`src/rtl/pong_game_ctrl.sv`:
```
// rtl/pong_game_ctrl.sv - pong game sequencer: serve/play/over phases, scores, BCD rally, sound pulses
module pong_game_ctrl #(
  parameter int WIN_SCORE   = 7,
  parameter int SERVE_DELAY = 120,
  parameter int OVER_DELAY  = 180
) (
  input  logic       clk,
  input  logic       reset,
  input  logic       frame_tick,
  input  logic [1:0] btn1,
  input  logic [1:0] btn2,
  input  logic       hit,
  input  logic       miss_l,
  input  logic       miss_r,
  output logic       gra_still,
  output logic [2:0] game_state,
  output logic [3:0] score_l,
  output logic [3:0] score_r,
  output logic [7:0] rally,
  output logic [1:0] winner,
  output logic       snd_hit,
  output logic       snd_miss
);

  typedef enum logic [1:0] {IDLE = 2'd0, SERVE = 2'd1, PLAY = 2'd2, OVER = 2'd3} state_t;

  localparam logic [3:0] WIN      = 4'(WIN_SCORE);
  localparam logic [7:0] SERVE_LD = 8'(SERVE_DELAY);
  localparam logic [7:0] OVER_LD  = 8'(OVER_DELAY);

  state_t     state;
  logic [7:0] timer;
  logic       any_btn_q;
  logic       any_btn;
  logic       btn_edge;
  logic [3:0] score_l_inc;
  logic [3:0] score_r_inc;

  assign any_btn     = |{btn1, btn2};
  assign btn_edge    = any_btn & ~any_btn_q;
  assign score_l_inc = score_l + 4'd1;
  assign score_r_inc = score_r + 4'd1;
  assign gra_still   = (state != PLAY);
  assign game_state  = {1'b0, state};

  // Two-digit BCD increment that sticks at 99.
  function automatic logic [7:0] bcd_inc(input logic [7:0] v);
    if (v == 8'h99) return v;
    if (v[3:0] == 4'd9) return {v[7:4] + 4'd1, 4'd0};
    return {v[7:4], v[3:0] + 4'd1};
  endfunction

  always_ff @(posedge clk or posedge reset) begin
    if (reset) begin
      state     <= IDLE;
      timer     <= 8'd0;
      any_btn_q <= 1'b0;
      score_l   <= 4'd0;
      score_r   <= 4'd0;
      rally     <= 8'h00;
      winner    <= 2'b00;
      snd_hit   <= 1'b0;
      snd_miss  <= 1'b0;
    end else begin
      any_btn_q <= any_btn;
      snd_hit   <= 1'b0;
      snd_miss  <= 1'b0;
      if (frame_tick && timer != 8'd0) timer <= timer - 8'd1;

      case (state)
        IDLE: begin
          if (btn_edge) begin
            score_l <= 4'd0;
            score_r <= 4'd0;
            rally   <= 8'h00;
            winner  <= 2'b00;
            timer   <= SERVE_LD;
            state   <= SERVE;
          end
        end
        SERVE: begin
          if (frame_tick && timer == 8'd0) state <= PLAY;
        end
        PLAY: begin
          // A miss always takes priority over a same-cycle hit.
          if (miss_l && miss_r) begin
            snd_miss <= 1'b1;
            rally    <= 8'h00;
            timer    <= SERVE_LD;
            state    <= SERVE;
          end else if (miss_l) begin
            snd_miss <= 1'b1;
            score_r  <= score_r_inc;
            if (score_r_inc == WIN) begin
              winner <= 2'b10;
              timer  <= OVER_LD;
              state  <= OVER;
            end else begin
              rally <= 8'h00;
              timer <= SERVE_LD;
              state <= SERVE;
            end
          end else if (miss_r) begin
            snd_miss <= 1'b1;
            score_l  <= score_l_inc;
            if (score_l_inc == WIN) begin
              winner <= 2'b01;
              timer  <= OVER_LD;
              state  <= OVER;
            end else begin
              rally <= 8'h00;
              timer <= SERVE_LD;
              state <= SERVE;
            end
          end else if (hit) begin
            snd_hit <= 1'b1;
            rally   <= bcd_inc(rally);
          end
        end
        OVER: begin
          if (timer == 8'd0 && btn_edge) state <= IDLE;
        end
        default: state <= IDLE;
      endcase
    end
  end

endmodule

```
`config.mk`:
```
export PLATFORM = sky130hd
export DESIGN_NAME = pong_game_ctrl
export DESIGN_NICKNAME = d
export VERILOG_FILES = /design/src/rtl/pong_game_ctrl.sv
export SDC_FILE = /design/constraint.sdc
export NUM_CORES = 1
export LEC_CHECK = 0
export CORE_MARGIN = 3
export CORE_UTILIZATION = 55
export DETAILED_ROUTE_END_ITERATION = 10
export PLACE_DENSITY = 0.83
export SETUP_SLACK_MARGIN = 0.2
export SYNTH_ARGS = -nofsm -noshare
export SYNTH_HDL_FRONTEND = slang
export SYNTH_SLANG_ARGS = --single-unit
export TNS_END_PERCENT = 5
```
`constraint.sdc`:
```
create_clock -name clk -period 3.8 [get_ports clk]
set_clock_uncertainty 0.15 [all_clocks]
set_input_delay 0.76 -clock clk [delete_from_list [all_inputs] [get_ports clk]]
set_output_delay 0.76 -clock clk [all_outputs]
set_load 0.02 [all_outputs]
```
==> results_dict.tcl <==
set metrics [dict create \
    reg2reg_slack_ns 1.49 \
    rr_worst_depth 7 \
    tightest_slew_ns 0.513 \
    synth_edf_count 0 \
    syn_to_final_growth_pct 22.1 \
    seq_area_um2 776 \
    die_h_um 64.1 \
    grt_pass1_wl_mm 7.16 \
    num_vias 1598 \
    comb_power_share_pct 24.5 \
    dp_hpwl_mm 2.86 \
    cts_hold_buf 0 \
    synth_mux_area_share_pct 1.88 \
    r2r-end "rally[1]" \
    viasPerCell 5.71 \
    endpoint "gra_still" \
    internal_power_uw 594 \
    final_cells 280 \
    rsz0062_at_grt "false" \
    synth_simple_gate_area_share_pct 21.7 \
    clk_pin_slew_ns 0.09 \
    grtUsageTotal_pct 22.2 \
    mostFrequentLayoutCell "clkdlybuf4s50_1" \
    cts_tree "done" \
    n_antenna_cell 0 \
    hold_violations 0 \
    vdd_drop_max_mv 0.315 \
    core-area_um2 3130 \
    antenna_found_initial 0 \
    synthesis.nets 222 \
    drt_iter0_markers 64 \
    cts_sinks 31 \
    reg2reg_from "score_l[0]" \
    initial_core_util_pct 59.4 \
    root_buffer "clkbuf_4" \
    syn_avg_cell_area_um2 9.16 \
    finalCriticalPeriod_ns 2.77 \
    power_frac_seq_pct 50.6 \
    end_kind "output port" \
    setup_tns_ns 0 \
    dp_cells 272 \
    grt_overflow 0 \
    htreeDepth 2 \
    yosysWarningCount 0 \
    multiInputGateArea_um2 995 \
    setup_viol 0 \
    finalCritPeriodShare_pct 72.9 \
    numCtsBuffers 5 \
    p_per_area_nw_per_um2 390 \
    ctsLongestPathBuffers 2 \
    synth_flop_cell "dfrtp_1" \
    relSlewSlack_pct 65.6 \
    grt_max_degree 32 \
    p_leak_nw 0.929 \
    ctsResizeCount 0 \
    gp_congestion 0.840 \
    fp.dieW_um 64.1 \
    sw_frac_of_total_pct 32.9 \
    synth-compound-area-share_pct 21.8 \
    pin_count 34 \
    post_route_cells_drive_above_1_share_pct 9.32 \
    dpl_cell_area_um2 2200 \
    cp.required_ns 2.89 \
    fmax_mhz 361 \
    antenna_left 0 \
    arrival_ns 1.86 \
    synth_cell_types 55 \
    fin_area_um2 2270 \
    startpoint "state[1]" \
    clk_latency_ns 0.34 \
    hold_class "flop to flop" \
    slew_violations 0 \
    fillers 239 \
    status "finished, final reports clean" \
    p_switching_uw 291 \
    netlist_instances 203 \
    hold_start "score_r[3]" \
    clkPwrFrac_pct 24.9 \
    synth_seq_cells 31 \
    drc 0 \
    post_cts_buffers 0 \
    num_rows 20 \
    wl_per_cell_um 14.3 \
    final_cell_mix "32 x clkdlybuf4s50_1, 31 x dfrtp_1, 20 x o21ai_0, 19 x nand2_1, 12 x inv_1" \
    critPathKind "flop to output port" \
    synth-xor-area-share_pct 1.88 \
    portBuffers 32 \
    die_area_um2 4110 \
    firstDrtPassIters 4 \
    synthArstFlopShare_pct 100 \
    ys_seq_area_share_pct 41.7 \
    fin_nets 254 \
    crit_path_start_kind "flop" \
    syn-cell-area_um2 1860 \
    wl_mm 4.00 \
    max_cap_violations 0 \
    synth_top_family_by_area "compound AO/OA/AOI/OAI gates" \
    grt_pass1_vias 1609 \
    cp_max_fo 13 \
    synthAdderAreaFrac_pct 6.06 \
]
==> logic make-up after synthesis <==
| family | Yosys count |
|---|---|
| simple gates | 74 |
| other cells | 1 |
| mux | 3 |
| buf+inv | 21 |
| compound gates | 60 |
| xor+xnor | 4 |
| flops | 31 |
| fa+ha+maj | 9 |
==> synthesized netlist by cell type (3+ instances only) <==
| library cell | instances | area, um^2 |
|---|---|---|
| nand3_1 | 8 | 40.0 |
| dfrtp_1 | 31 | 776 |
| or3_1 | 3 | 18.8 |
| a22o_1 | 3 | 26.3 |
| o21ai_0 | 20 | 100 |
| nand2b_1 | 8 | 50.1 |
| nor2_1 | 11 | 41.3 |
| a21boi_0 | 4 | 30.0 |
| o21ai_1 | 4 | 20.0 |
| nor3_1 | 5 | 25.0 |
| inv_1 | 12 | 45.0 |
| a21oi_1 | 6 | 30.0 |
| clkbuf_1 | 4 | 15.0 |
| ha_1 | 9 | 113 |
| nand2_1 | 19 | 71.3 |
| o211ai_1 | 3 | 22.5 |
| or2_2 | 3 | 18.8 |
==> registers in the layout, indices dropped and copies added (netlist names) <==
| signal | flops |
|---|---|
| timer | 8 |
| score_l | 4 |
| rally | 8 |
| score_r | 4 |
| winner | 2 |
| any_btn_q | 1 |
| snd_miss | 1 |
| state | 2 |
| snd_hit | 1 |
==> power by group through the flow <==
| stage | sequential (mW) | combinational, mW | clock, mW |
|---|---|---|---|
| 2_1_floorplan | 0.447 | 0.141 | 0 |
| 3_5_place_dp | 0.452 | 0.216 | 0 |
| 5_1_grt | 0.457 | 0.245 | 0.243 |
| 4_1_cts | 0.446 | 0.218 | 0.226 |
| 3_3_place_gp | 0.446 | 0.205 | 0 |
| 6_report | 0.448 | 0.217 | 0.221 |
==> critical path, stage by stage (launching register included) <==
cell and delay (ns):
dfrtp_1 0.58, nor2b_4 0.28, inv_2 0.11, clkdlybuf4s50_1 0.55
==> area by class of cell <==
class | instances | share of cell area, %
Clock buffer | 8 | 3.03
Inverter | 13 | 2.15
Sequential cell | 31 | 34.2
Timing Repair Buffer | 33 | 14.4
Multi-Input combinational cell | 151 | 43.8
Tap cell | 44 | 2.42
==> through the flow <==
| stage | utilization, % | total power [mW] | hold WS, ns | setup WS, ns |
|---|---|---|---|---|
| 3_5_place_dp | 70.4 | 0.668 | 0.377 | 0.925 |
| 5_1_grt | 72.6 | 0.945 | 0.425 | 0.952 |
| 4_1_cts | 72.6 | 0.891 | 0.390 | 1.03 |
| 3_3_place_gp | 70.4 | 0.650 | 0.363 | 1.02 |
| 2_1_floorplan | - | 0.588 | 0.362 | 1.58 |
| 6_report | 72.6 | 0.885 | 0.387 | 1.03 |
==> worst min path at each step <==
stage                  to  slack, ns  cells after the start
3_5_place_dp   score_r[3]       0.38                      1
6_report       score_r[3]       0.39                      1
5_1_grt        score_r[3]       0.42                      1
2_1_floorplan    timer[4]       0.36                      2
3_3_place_gp   score_r[3]       0.36                      1
4_1_cts        score_r[3]       0.39                      1
==> metal layers <==
| layer | global-route usage, % | wire length [um] |
|---|---|---|
| met1 | 27.1 | 1760 |
| met2 | 36.8 | 1890 |
| met3 | 5.80 | 241 |
| met4 | 9.76 | 99 |
| met5 | 0 | 0 |
(Power assumes the default switching activity.)
